[config.mk]
export PLATFORM = sky130hd
export DESIGN_NAME = dma_sequencer_2940
export DESIGN_NICKNAME = d
export VERILOG_FILES = /design/src/rtl/dma_sequencer_2940.sv
export SDC_FILE = /design/constraint.sdc
export NUM_CORES = 1
export LEC_CHECK = 0
export CAP_MARGIN = 10
export CORE_MARGIN = 5
export CORE_UTILIZATION = 50
export CTS_CLUSTER_SIZE = 14
export DETAILED_ROUTE_END_ITERATION = 10
export HOLD_SLACK_MARGIN = 0.06
export PLACE_DENSITY = 0.8
export SETUP_SLACK_MARGIN = 0.15
export SKIP_LAST_GASP = 1
export SLEW_MARGIN = 20
export SYNTH_ARGS = -nofsm -noshare
export SYNTH_HDL_FRONTEND = slang
export SYNTH_SLANG_ARGS = --single-unit
[constraint.sdc]
create_clock -name clk -period 3.8 [get_ports clk]
set_input_delay 0.76 -clock clk [delete_from_list [all_inputs] [get_ports clk]]
set_output_delay 0.76 -clock clk [all_outputs]
set_load 0.005 [all_outputs]
[src/rtl/dma_sequencer_2940.sv]
// Sequencer that walks one AM2940 DMA address generator through a block
// transfer: configuration (control register, address, word count), one
// counter step per requester beat, and completion or auto re-arm.
//
// Handshake: a beat is requested by holding dreq high while the sequencer
// is ARMED. The sequencer answers with exactly one single-cycle dack per beat
// and will not look at dreq again until the post-step CHECK cycle has passed.
// A level dreq that stays high therefore yields one beat every three cycles.
//
// Every output is registered and decoded from the next state. As a result, the
// pins always show the values of the state the FSM is in during that cycle.
module dma_sequencer_2940 #(
  parameter int DW   = 8,
  parameter int WDOG = 255
) (
  input  logic          clk,
  input  logic          reset,
  input  logic          start,
  input  logic          abort,
  input  logic [2:0]    cfg_mode,
  input  logic          cfg_auto,
  input  logic [DW-1:0] cfg_addr,
  input  logic [DW-1:0] cfg_count,
  input  logic          dreq,
  input  logic          done,
  output logic [2:0]    instr,
  output logic [DW-1:0] data_out,
  output logic          cnt_en_n,
  output logic          dack,
  output logic          busy,
  output logic          xfer_done,
  output logic          err,
  output logic [DW-1:0] beats,
  output logic [3:0]    dbgState
);

  typedef enum logic [3:0] {
    sIdle, sWrCr, sLdAddr, sLdWc, sArmed, sBeat, sCheck, sFinish, sReinit
  } stateT;

  localparam logic [2:0] iWrCr   = 3'b000;
  localparam logic [2:0] iReinit = 3'b100;
  localparam logic [2:0] iLdAddr = 3'b101;
  localparam logic [2:0] iLdWc   = 3'b110;
  localparam logic [2:0] iEnable = 3'b111;
  localparam logic [2:0] iHold   = 3'b011;

  // Watchdog holds ARMED cycles already spent; it trips on the WDOG-th one.
  localparam int WdW = (WDOG > 1) ? $clog2(WDOG) : 1;
  localparam logic [WdW-1:0] wdLimit = WdW'(WDOG - 1);

  stateT          state, stateNext;
  logic [DW-1:0]  addrQ, countQ;
  logic           autoQ;
  logic [WdW-1:0] wdCnt;
  logic           wdExpired, acceptStart, wdTrip;

  logic [2:0]     instrNext;
  logic [DW-1:0]  dataNext;
  logic           cntEnNNext, dackNext, busyNext, xdoneNext;

  assign wdExpired = (WDOG != 0) && (wdCnt == wdLimit);
  assign dbgState  = state;

  // Next-state logic; abort overrides every transition out of a busy state.
  always_comb begin
    stateNext   = state;
    acceptStart = 1'b0;
    wdTrip      = 1'b0;
    case (state)
      sIdle: begin
        if (start && !abort) begin
          stateNext   = sWrCr;
          acceptStart = 1'b1;
        end
      end
      sWrCr:   stateNext = sLdAddr;
      sLdAddr: stateNext = sLdWc;
      sLdWc:   stateNext = sArmed;
      sArmed: begin
        if (dreq) begin
          stateNext = sBeat;
        end else if (wdExpired) begin
          stateNext = sIdle;
          wdTrip    = !abort;
        end
      end
      sBeat:   stateNext = sCheck;
      sCheck:  stateNext = done ? sFinish : sArmed;
      sFinish: stateNext = autoQ ? sReinit : sIdle;
      sReinit: stateNext = sArmed;
      default: stateNext = sIdle;
    endcase
    if (abort && state != sIdle) begin
      stateNext = sIdle;
    end
  end

  // Output decode for the state about to be entered.
  always_comb begin
    instrNext  = iHold;
    dataNext   = '0;
    cntEnNNext = 1'b1;
    dackNext   = 1'b0;
    busyNext   = (stateNext != sIdle);
    xdoneNext  = 1'b0;
    case (stateNext)
      sWrCr: begin
        instrNext = iWrCr;
        dataNext  = DW'(cfg_mode);
      end
      sLdAddr: begin
        instrNext = iLdAddr;
        dataNext  = addrQ;
      end
      sLdWc: begin
        instrNext = iLdWc;
        dataNext  = countQ;
      end
      sBeat: begin
        instrNext  = iEnable;
        cntEnNNext = 1'b0;
        dackNext   = 1'b1;
      end
      sCheck:  instrNext = iEnable;
      sFinish: xdoneNext = 1'b1;
      sReinit: instrNext = iReinit;
      default: instrNext = iHold;
    endcase
  end

  // State register, configuration capture and ARMED watchdog.
  always_ff @(posedge clk or posedge reset) begin
    if (reset) begin
      state  <= sIdle;
      addrQ  <= '0;
      countQ <= '0;
      autoQ  <= 1'b0;
      wdCnt  <= '0;
    end else begin
      state <= stateNext;
      if (acceptStart) begin
        addrQ  <= cfg_addr;
        countQ <= cfg_count;
        autoQ  <= cfg_auto;
      end
      if (state == sArmed && stateNext == sArmed) begin
        wdCnt <= wdCnt + WdW'(1);
      end else begin
        wdCnt <= '0;
      end
    end
  end

  // Registered pin outputs, beat counter and sticky error.
  always_ff @(posedge clk or posedge reset) begin
    if (reset) begin
      instr     <= iHold;
      data_out  <= '0;
      cnt_en_n  <= 1'b1;
      dack      <= 1'b0;
      busy      <= 1'b0;
      xfer_done <= 1'b0;
      err       <= 1'b0;
      beats     <= '0;
    end else begin
      instr     <= instrNext;
      data_out  <= dataNext;
      cnt_en_n  <= cntEnNNext;
      dack      <= dackNext;
      busy      <= busyNext;
      xfer_done <= xdoneNext;
      if (acceptStart) begin
        err <= 1'b0;
      end else if (wdTrip) begin
        err <= 1'b1;
      end
      if (acceptStart || stateNext == sReinit) begin
        beats <= '0;
      end else if (stateNext == sBeat) begin
        beats <= beats + DW'(1);
      end
    end
  end

endmodule
== Yosys cells after proc, flatten, opt, wreduce, memory -nomap -nowiden ==
Index checks and enable logic that the tools add are counted.
Word-level totals
  register bits after elaboration: 53
  bits of input ports: 26
  output and inout port bits: 28
  logic and storage cells: 66
Cells by class
  add/subtract/negate cells: 2
  equality and inequality tests: 17
  muxes and demuxes: 22
  reduce and logical (&&, ||, !) cells: 12
Operators by type and width (count)
  4-bit by 3-bit equality test with 1-bit output, second input constant: 8
  4-bit case mux with 8 select lines: 1
  8-bit two-way mux: 3
  8-bit case mux with 3 select lines: 1
  4-bit two-way mux: 5
  8-bit by 1-bit adder with 8-bit output, second input constant: 2
  4-bit by 2-bit equality test with 1-bit output, second input constant: 4
  3-bit case mux with 5 select lines: 1
  1-bit two-way mux: 10
  4-bit by 1-bit equality test with 1-bit output, second input constant: 2
  4-bit equality test, second input constant: 2
  8-bit equality test, second input constant: 1
  4-bit nonzero test: 2
  4-bit logical NOT: 1
  2-bit nonzero test: 2
  2-bit OR reduction: 2
  1-bit logical AND: 3
  2-bit two-way mux: 1
  1-bit logical NOT: 1
  1-bit logical OR: 1

== Longest topological paths before layout ==
Gate-level depths: netlist of the first run.
  depth after elaboration: 8
  gate-level depth with buffers: 9
  mapped depth without buffers: 9

== Worst setup path after synthesis of the first run ==
Ideal clock, no wire load.
  kind: input port to flip-flop
  from: in abort
  to: reg beats[4]
  library setup time: 78 ps
  arrival: 1953 ps
  required time: 3722 ps
  setup slack: 1769 ps
  cell stages on the path: 6
  buffers on the path: 1
  cell sequence: nor2_1 > nand3_2 > and2_4 > buf_4 > or4_1 > a21oi_1
Between the ends
  word-level cells in the longest chain between the ends: 8
  elaborated cells on any way between the ends: 13
  those cells by class: 2 x eq/ne; 6 x mux; 5 x reduce/logical
Ends and longest elaborated chain
  from (decl): RTL line 19  | input logic abort,
  1-bit logical NOT: RTL line 72  | if (start && !abort) begin
  1-bit logical AND: RTL line 72
  4-bit two-way mux: RTL line 72
  4-bit case mux with 8 select lines: RTL line 70  | case (state)
  4-bit two-way mux: RTL line 94  | if (abort && state != sIdle) begin
  4-bit equality test: RTL line 178  | if (acceptStart || stateNext == sReinit) begin
  1-bit logical OR: RTL line 178
  8-bit two-way mux / 2-bit nonzero test (equally long branches)
  to (signal assigned): RTL line 181  | beats <= beats + DW'(1);
  to (decl): RTL line 33  | output logic [DW-1:0] beats,
Several ways; a longest one is shown, not always the timed one.
A chain may end at the register's enable or synchronous reset.

== Worst setup path in the final report of the first run ==
  from: in abort
  to: reg beats[5]
Same word-level chain as after synthesis.

==> flow_summary.json, run 1 <==
{
  "status": "finished, final reports clean",
  "wl_met2_mm": 2.29,
  "num_rows": 24,
  "grt_usage": 0.166,
  "fin_tns_setup_ps": 0,
  "hold_path.class": "flop to flop",
  "synth_seq_cells": 53,
  "final_common_cell": "clkdlybuf4s50_1",
  "intPower_uw": 1200,
  "antenna_found_initial": 0,
  "firstDrtPassIters": 4,
  "die-area_um2": 6140,
  "start_util": 0.526,
  "hold_depth": 1,
  "worst_ep_arrival_time_ps": 2800,
  "sw_frac_of_total": 0.340,
  "gp_congestion": 0.778,
  "fin_area_um2": 2980,
  "dpl_cell_area_um2": 2890,
  "synth_edf_count": 0,
  "htree_levels": 2,
  "pwr-share-comb": 0.359,
  "ant_nets": 0,
  "drtIter0Drc": 108,
  "hold_viol": 0,
  "switching_power_uw": 617,
  "power_leakage_uw": 0.00130,
  "clk_path_buf_depth": 2,
  "syn_area_per_cell_um2": 11.2,
  "grt_pass1_wl_mm": 7.93,
  "met3_length_um": 333,
  "grt_max_degree": 54,
  "max_freq_ghz": 0.390,
  "cts_sinks": 53,
  "r2r_cells": 6,
  "grt_overflow": 0,
  "max_cap_violations": 0,
  "fin_nets": 289,
  "synth_cell_type_count": 43,
  "via_count": 1734,
  "final_cell_mix": "clkdlybuf4s50_1 (53), dfrtp_1 (50), nand2_1 (20)",
  "setup_viol": 0,
  "drt-wirelength-per-cell_um": 15.7,
  "rsz0062_at_grt": "false",
  "crit_type": "input pin to flop",
  "synth_ff_type": "dfrtp_1",
  "die_w_um": 78.4,
  "cts_buffers": 5,
  "ys_warn_count": 0,
  "syn-cell-area_um2": 2340,
  "syn_nets": 237,
  "end_kind": "flop",
  "ioPinCount": 54,
  "irDropWorstVdd_mv": 0.359,
  "routed_via_density": 5.54,
  "fin_crit_ps": 2560,
  "fp.dieH_um": 78.4,
  "worst_slew_pin_slew_ps": 878,
  "synth_cells": 208,
  "hpwlAfterDp_mm": 3.58,
  "yosysSeqAreaShare": 0.569,
  "relSlewSlack": 0.414,
  "post_cts_buffers": 0,
  "finalCritPeriodShare": 0.674,
  "topRoutingLayerUsed": "met4",
  "clkSlewWorstSetupHoldPaths_ps": 100,
  "area_delta_synth_final_pct": 27.4,
  "async_flop_share": 1.00,
  "clock_skew_ps": 9.17,
  "cts_tree": "yes",
  "required_ps": 4040,
  "cp-start-kind": "input pin",
  "worstPathMaxFanout": 17,
  "pwr-share-clk": 0.172,
  "cts-root-buf": "clkbuf_8",
  "seqPwrFrac": 0.469,
  "antenna_cells": 0,
  "cts-resized-gates": 0,
  "numPortBuffers": 53,
  "wl_met1_mm": 2.27,
  "grt_pass1_vias": 1698,
  "drc": 0,
  "clk_latency_ps": 310,
  "routed_wl_mm": 4.92,
  "drive_gt1_frac": 0.134,
  "cts_hold_buf": 0,
  "core_um2": 4440,
  "power_density_nw_per_um2": 610,
  "slew_viol_final": 0
}
## per-stage QoR
step | hold slack (ps) | util | total power (uW) | cells | setup slack [ps]
after detailed placement | 485 | 0.650 | 1520 | 305 | 933
after CTS | 506 | 0.670 | 1830 | 313 | 1260
after global placement | 483 | 0.650 | 1490 | 305 | 978
final | 501 | 0.670 | 1820 | 313 | 1240
after floorplan | 472 | - | 1260 | 208 | 1760
after global routing | 518 | 0.670 | 1940 | 313 | 1130
## flip-flops by register name, indices dropped and copies added (netlist names)
register and flops:
instr 3, dack 1, autoQ 1, err 1
addrQ 8, dbgState 4, busy 1, cnt_en_n 1
beats 8, data_out 8, countQ 8, xfer_done 1
wdCnt 8
## layout make-up
cell class | instances | area, um2
Clock buffer | 5 | 68.8
Clock inverter | 3 | 17.5
Fill cell | 369 | 1470
Inverter | 10 | 38.8
Multi-Input combinational cell | 136 | 920
Sequential cell | 53 | 1330
Tap cell | 52 | 65.1
Timing Repair Buffer | 54 | 538
## cells in the mapped netlist (all sizes together), types with 3 or more instances
library cell,number,share of area
inv,10,0.016
ha,3,0.016
o21ai,4,0.0086
nand2,20,0.032
or4,5,0.016
or3,3,0.0080
o22ai,3,0.0080
dfrtp,50,0.54
buf,7,0.018
xnor2,4,0.015
mux2i,4,0.017
nor2,13,0.021
nand3,13,0.030
dfstp,3,0.034
mux2,17,0.082
nor3,3,0.011
a21oi,13,0.028
o31ai,5,0.016
and3,3,0.0080
## cells by family after synthesis
group	synth area share
and+or+nand+nor	0.170
DFF	0.569
AOI/OAI and AO/OA	0.0862
muxes	0.0990
buffers and inverters	0.0375
xor gates and xnor gates	0.0225
adders and majority gates	0.0161
## path summary, 6_finish.rpt
path / from / endpoint / slack (ps)
max: abort / beats[5] / 1240
min: err / err / 500
max reg2reg: dbgState[1] / beats[5] / 1600
min reg2reg: err / err / 500
max in group asynchronous: reset / beats[1] / 2360
min in group asynchronous: reset / data_out[5] / 920
## layer usage
layer,track usage,vias to the layer above
met5,0,-
met4,0.0367,0
met3,0.0675,6
met2,0.253,42
met1,0.223,850
li1,-,836
## critical path, stage by stage
cell	delay (ps)
clkdlybuf4s50_1	490
nor2_1	180
nand3_2	240
buf_4	300
and2_4	190
or4_1	470
a21oi_1	150
## power by group through the flow
stage | registers (uW) | logic [uW] | clock network, uW
finish | 853 | 652 | 312
global route | 875 | 712 | 349
CTS | 853 | 661 | 318
detailed placement | 863 | 658 | 0
global placement | 854 | 639 | 0
floorplan | 828 | 431 | 0
(Power assumes the default switching activity.)
==> run 2, diff against run 1 <==
Settings changed: CORE_UTILIZATION 50 to 45, PLACE_DENSITY 0.8 to 0.76.
Clock period 3.8 ns to 2.1 ns, I/O delays scaled along.
==> run 2 against run 1 <==
- critical path depth shrank 1
- cell count up 19%
- wire length increased by 25%
- worst hold slack worse by 100 ps
- global-route usage up 1.8 points
- largest power group is now combinational logic
==> flow_summary.json, run 2 (synthesized netlist as in run 1, its figures left out) <==
{
  "clock_skew_ps": 13.7,
  "cts_sinks": 53,
  "relSlewSlack": 0.721,
  "cts_tree": "yes",
  "end_kind": "flop",
  "slew_viol_final": 0,
  "worstPathMaxFanout": 7,
  "clk_path_buf_depth": 2,
  "rsz0062_at_grt": "true",
  "drive_gt1_frac": 0.353,
  "num_rows": 26,
  "fin_crit_ps": 2080,
  "routed_wl_mm": 6.15,
  "gp_congestion": 0.872,
  "max_cap_violations": 0,
  "hold_path.class": "input pin to async pin",
  "drtIter0Drc": 74,
  "cts_hold_buf": 0,
  "drt-wirelength-per-cell_um": 16.5,
  "cts-root-buf": "clkbuf_8",
  "routed_via_density": 5.29,
  "multi_input_area_um2": 1120,
  "grt_max_degree": 22,
  "grt_pass1_vias": 1955,
  "cts_buffers": 5,
  "via_count": 1973,
  "final_cell_mix": "clkdlybuf4s50_1 (52), dfrtp_1 (46), buf_4 (32)",
  "power_density_nw_per_um2": 1150,
  "max_freq_ghz": 0.481,
  "ant_nets": 0,
  "die-area_um2": 6740,
  "fp.dieH_um": 82.1,
  "finalCritPeriodShare": 0.991,
  "core_um2": 5070,
  "antenna_found_initial": 0,
  "firstDrtPassIters": 4,
  "fin_nets": 331,
  "power_leakage_uw": 0.00155,
  "grt_usage": 0.184,
  "fin_util": 0.703,
  "register_area_um2": 1340,
  "irDropWorstVdd_mv": 0.575,
  "drc": 0,
  "hpwlAfterDp_mm": 4.02,
  "n_fill_cell": 395,
  "required_ps": 2290,
  "htree_levels": 2,
  "final_common_cell": "clkdlybuf4s50_1",
  "sw_frac_of_total": 0.348,
  "worst_ep_arrival_time_ps": 2270,
  "setup_viol": 0,
  "ioPinCount": 54,
  "cp-start-kind": "flop",
  "grt_overflow": 0,
  "clk_latency_ps": 310,
  "die_w_um": 82.1,
  "intPower_uw": 2680,
  "crit_type": "flop to flop",
  "antenna_cells": 0,
  "worst_slew_pin_slew_ps": 415,
  "pwr-share-clk": 0.136,
  "clkSlewWorstSetupHoldPaths_ps": 100,
  "grt_pass1_wl_mm": 9.31,
  "seqPwrFrac": 0.377,
  "status": "finished, final reports clean",
  "power_uw": 4110,
  "switching_power_uw": 1430,
  "start_util": 0.461,
  "hold_viol": 0,
  "numPortBuffers": 53,
  "area_delta_synth_final_pct": 52.6,
  "pwr-share-comb": 0.488
}
[run 2: cell count changes in the layout (fill, tap and decap cells not counted), moves of 3 or more]
| cell | change |
|---|---|
| clkinv_2 | -3 |
| buf_6 | +8 |
| o31ai_1 | -4 |
| buf_4 | +31 |
| a21oi_2 | +6 |
| dfrtp_1 | -4 |
| dfrtp_2 | +4 |
| a21oi_1 | -6 |
| o31ai_4 | +3 |
[run 2: timing repair]
action                     CTS  global route
gates cloned                 1             0
setup endpoints to repair   24            30
setup buffers                8             8
pin swaps                   11            16
gates resized for setup      9            47
[run 2: layout make-up]
class / count / share of cell area
multi-input combinational: 137 / 0.315
clock buffer: 6 / 0.0204
tap: 70 / 0.0246
timing repair buffer: 95 / 0.250
sequential: 53 / 0.374
clock inverter: 2 / 0.00421
inverter: 10 / 0.0112
[run 2: power by group through the flow]
stage	registers [uW]	logic, uW	clock network [uW]
2_1_floorplan	1500	780	0
3_5_place_dp	1550	1440	0
6_report	1550	2000	557
5_1_grt	1590	2170	613
3_3_place_gp	1530	1400	0
4_1_cts	1520	1600	575
[run 2: final timing paths]
path,startpoint,end,slack [ps],cells after the start
setup / recovery,dbgState[1],busy,20,6
hold / removal,reset,dack,400,2
setup reg to reg,dbgState[1],busy,20,6
hold reg to reg,err,err,490,1
max in group asynchronous,reset,dbgState[2],1230,3
min in group clk,err,err,490,1
[run 2: worst max-delay path, stage by stage, from the launching register on]
cell and delay [ps]:
dfrtp_2 490, nor4bb_4 200, nor4_4 370, a211o_1 270, buf_6 180, nand2_1 100, or3_1 340
[run 2: layer usage]
layer / up-vias / track usage / wire, um / share of wire
li1: 929 / - / - / -
met1: 963 / 0.230 / 2450 / 0.40
met2: 67 / 0.307 / 3150 / 0.51
met3: 14 / 0.0450 / 416 / 0.068
met4: 0 / 0.0664 / 131 / 0.021
met5: - / 0 / 0 / 0
[run 2: stage by stage]
stage / setup slack, ps / setup TNS (ps) / cells / instance area, um2 / hold WS (ps)
6_report: 19.6 / 0 / 373 / 3570 / 398
5_1_grt: -40.2 / -134 / 373 / 3570 / 436
4_1_cts: 153 / 0 / 365 / 3310 / 400
3_5_place_dp: -136 / -1870 / 348 / 3110 / 479
3_3_place_gp: -91.5 / -1150 / 348 / 3110 / 481
2_1_floorplan: 201 / 0 / 208 / 2340 / 472
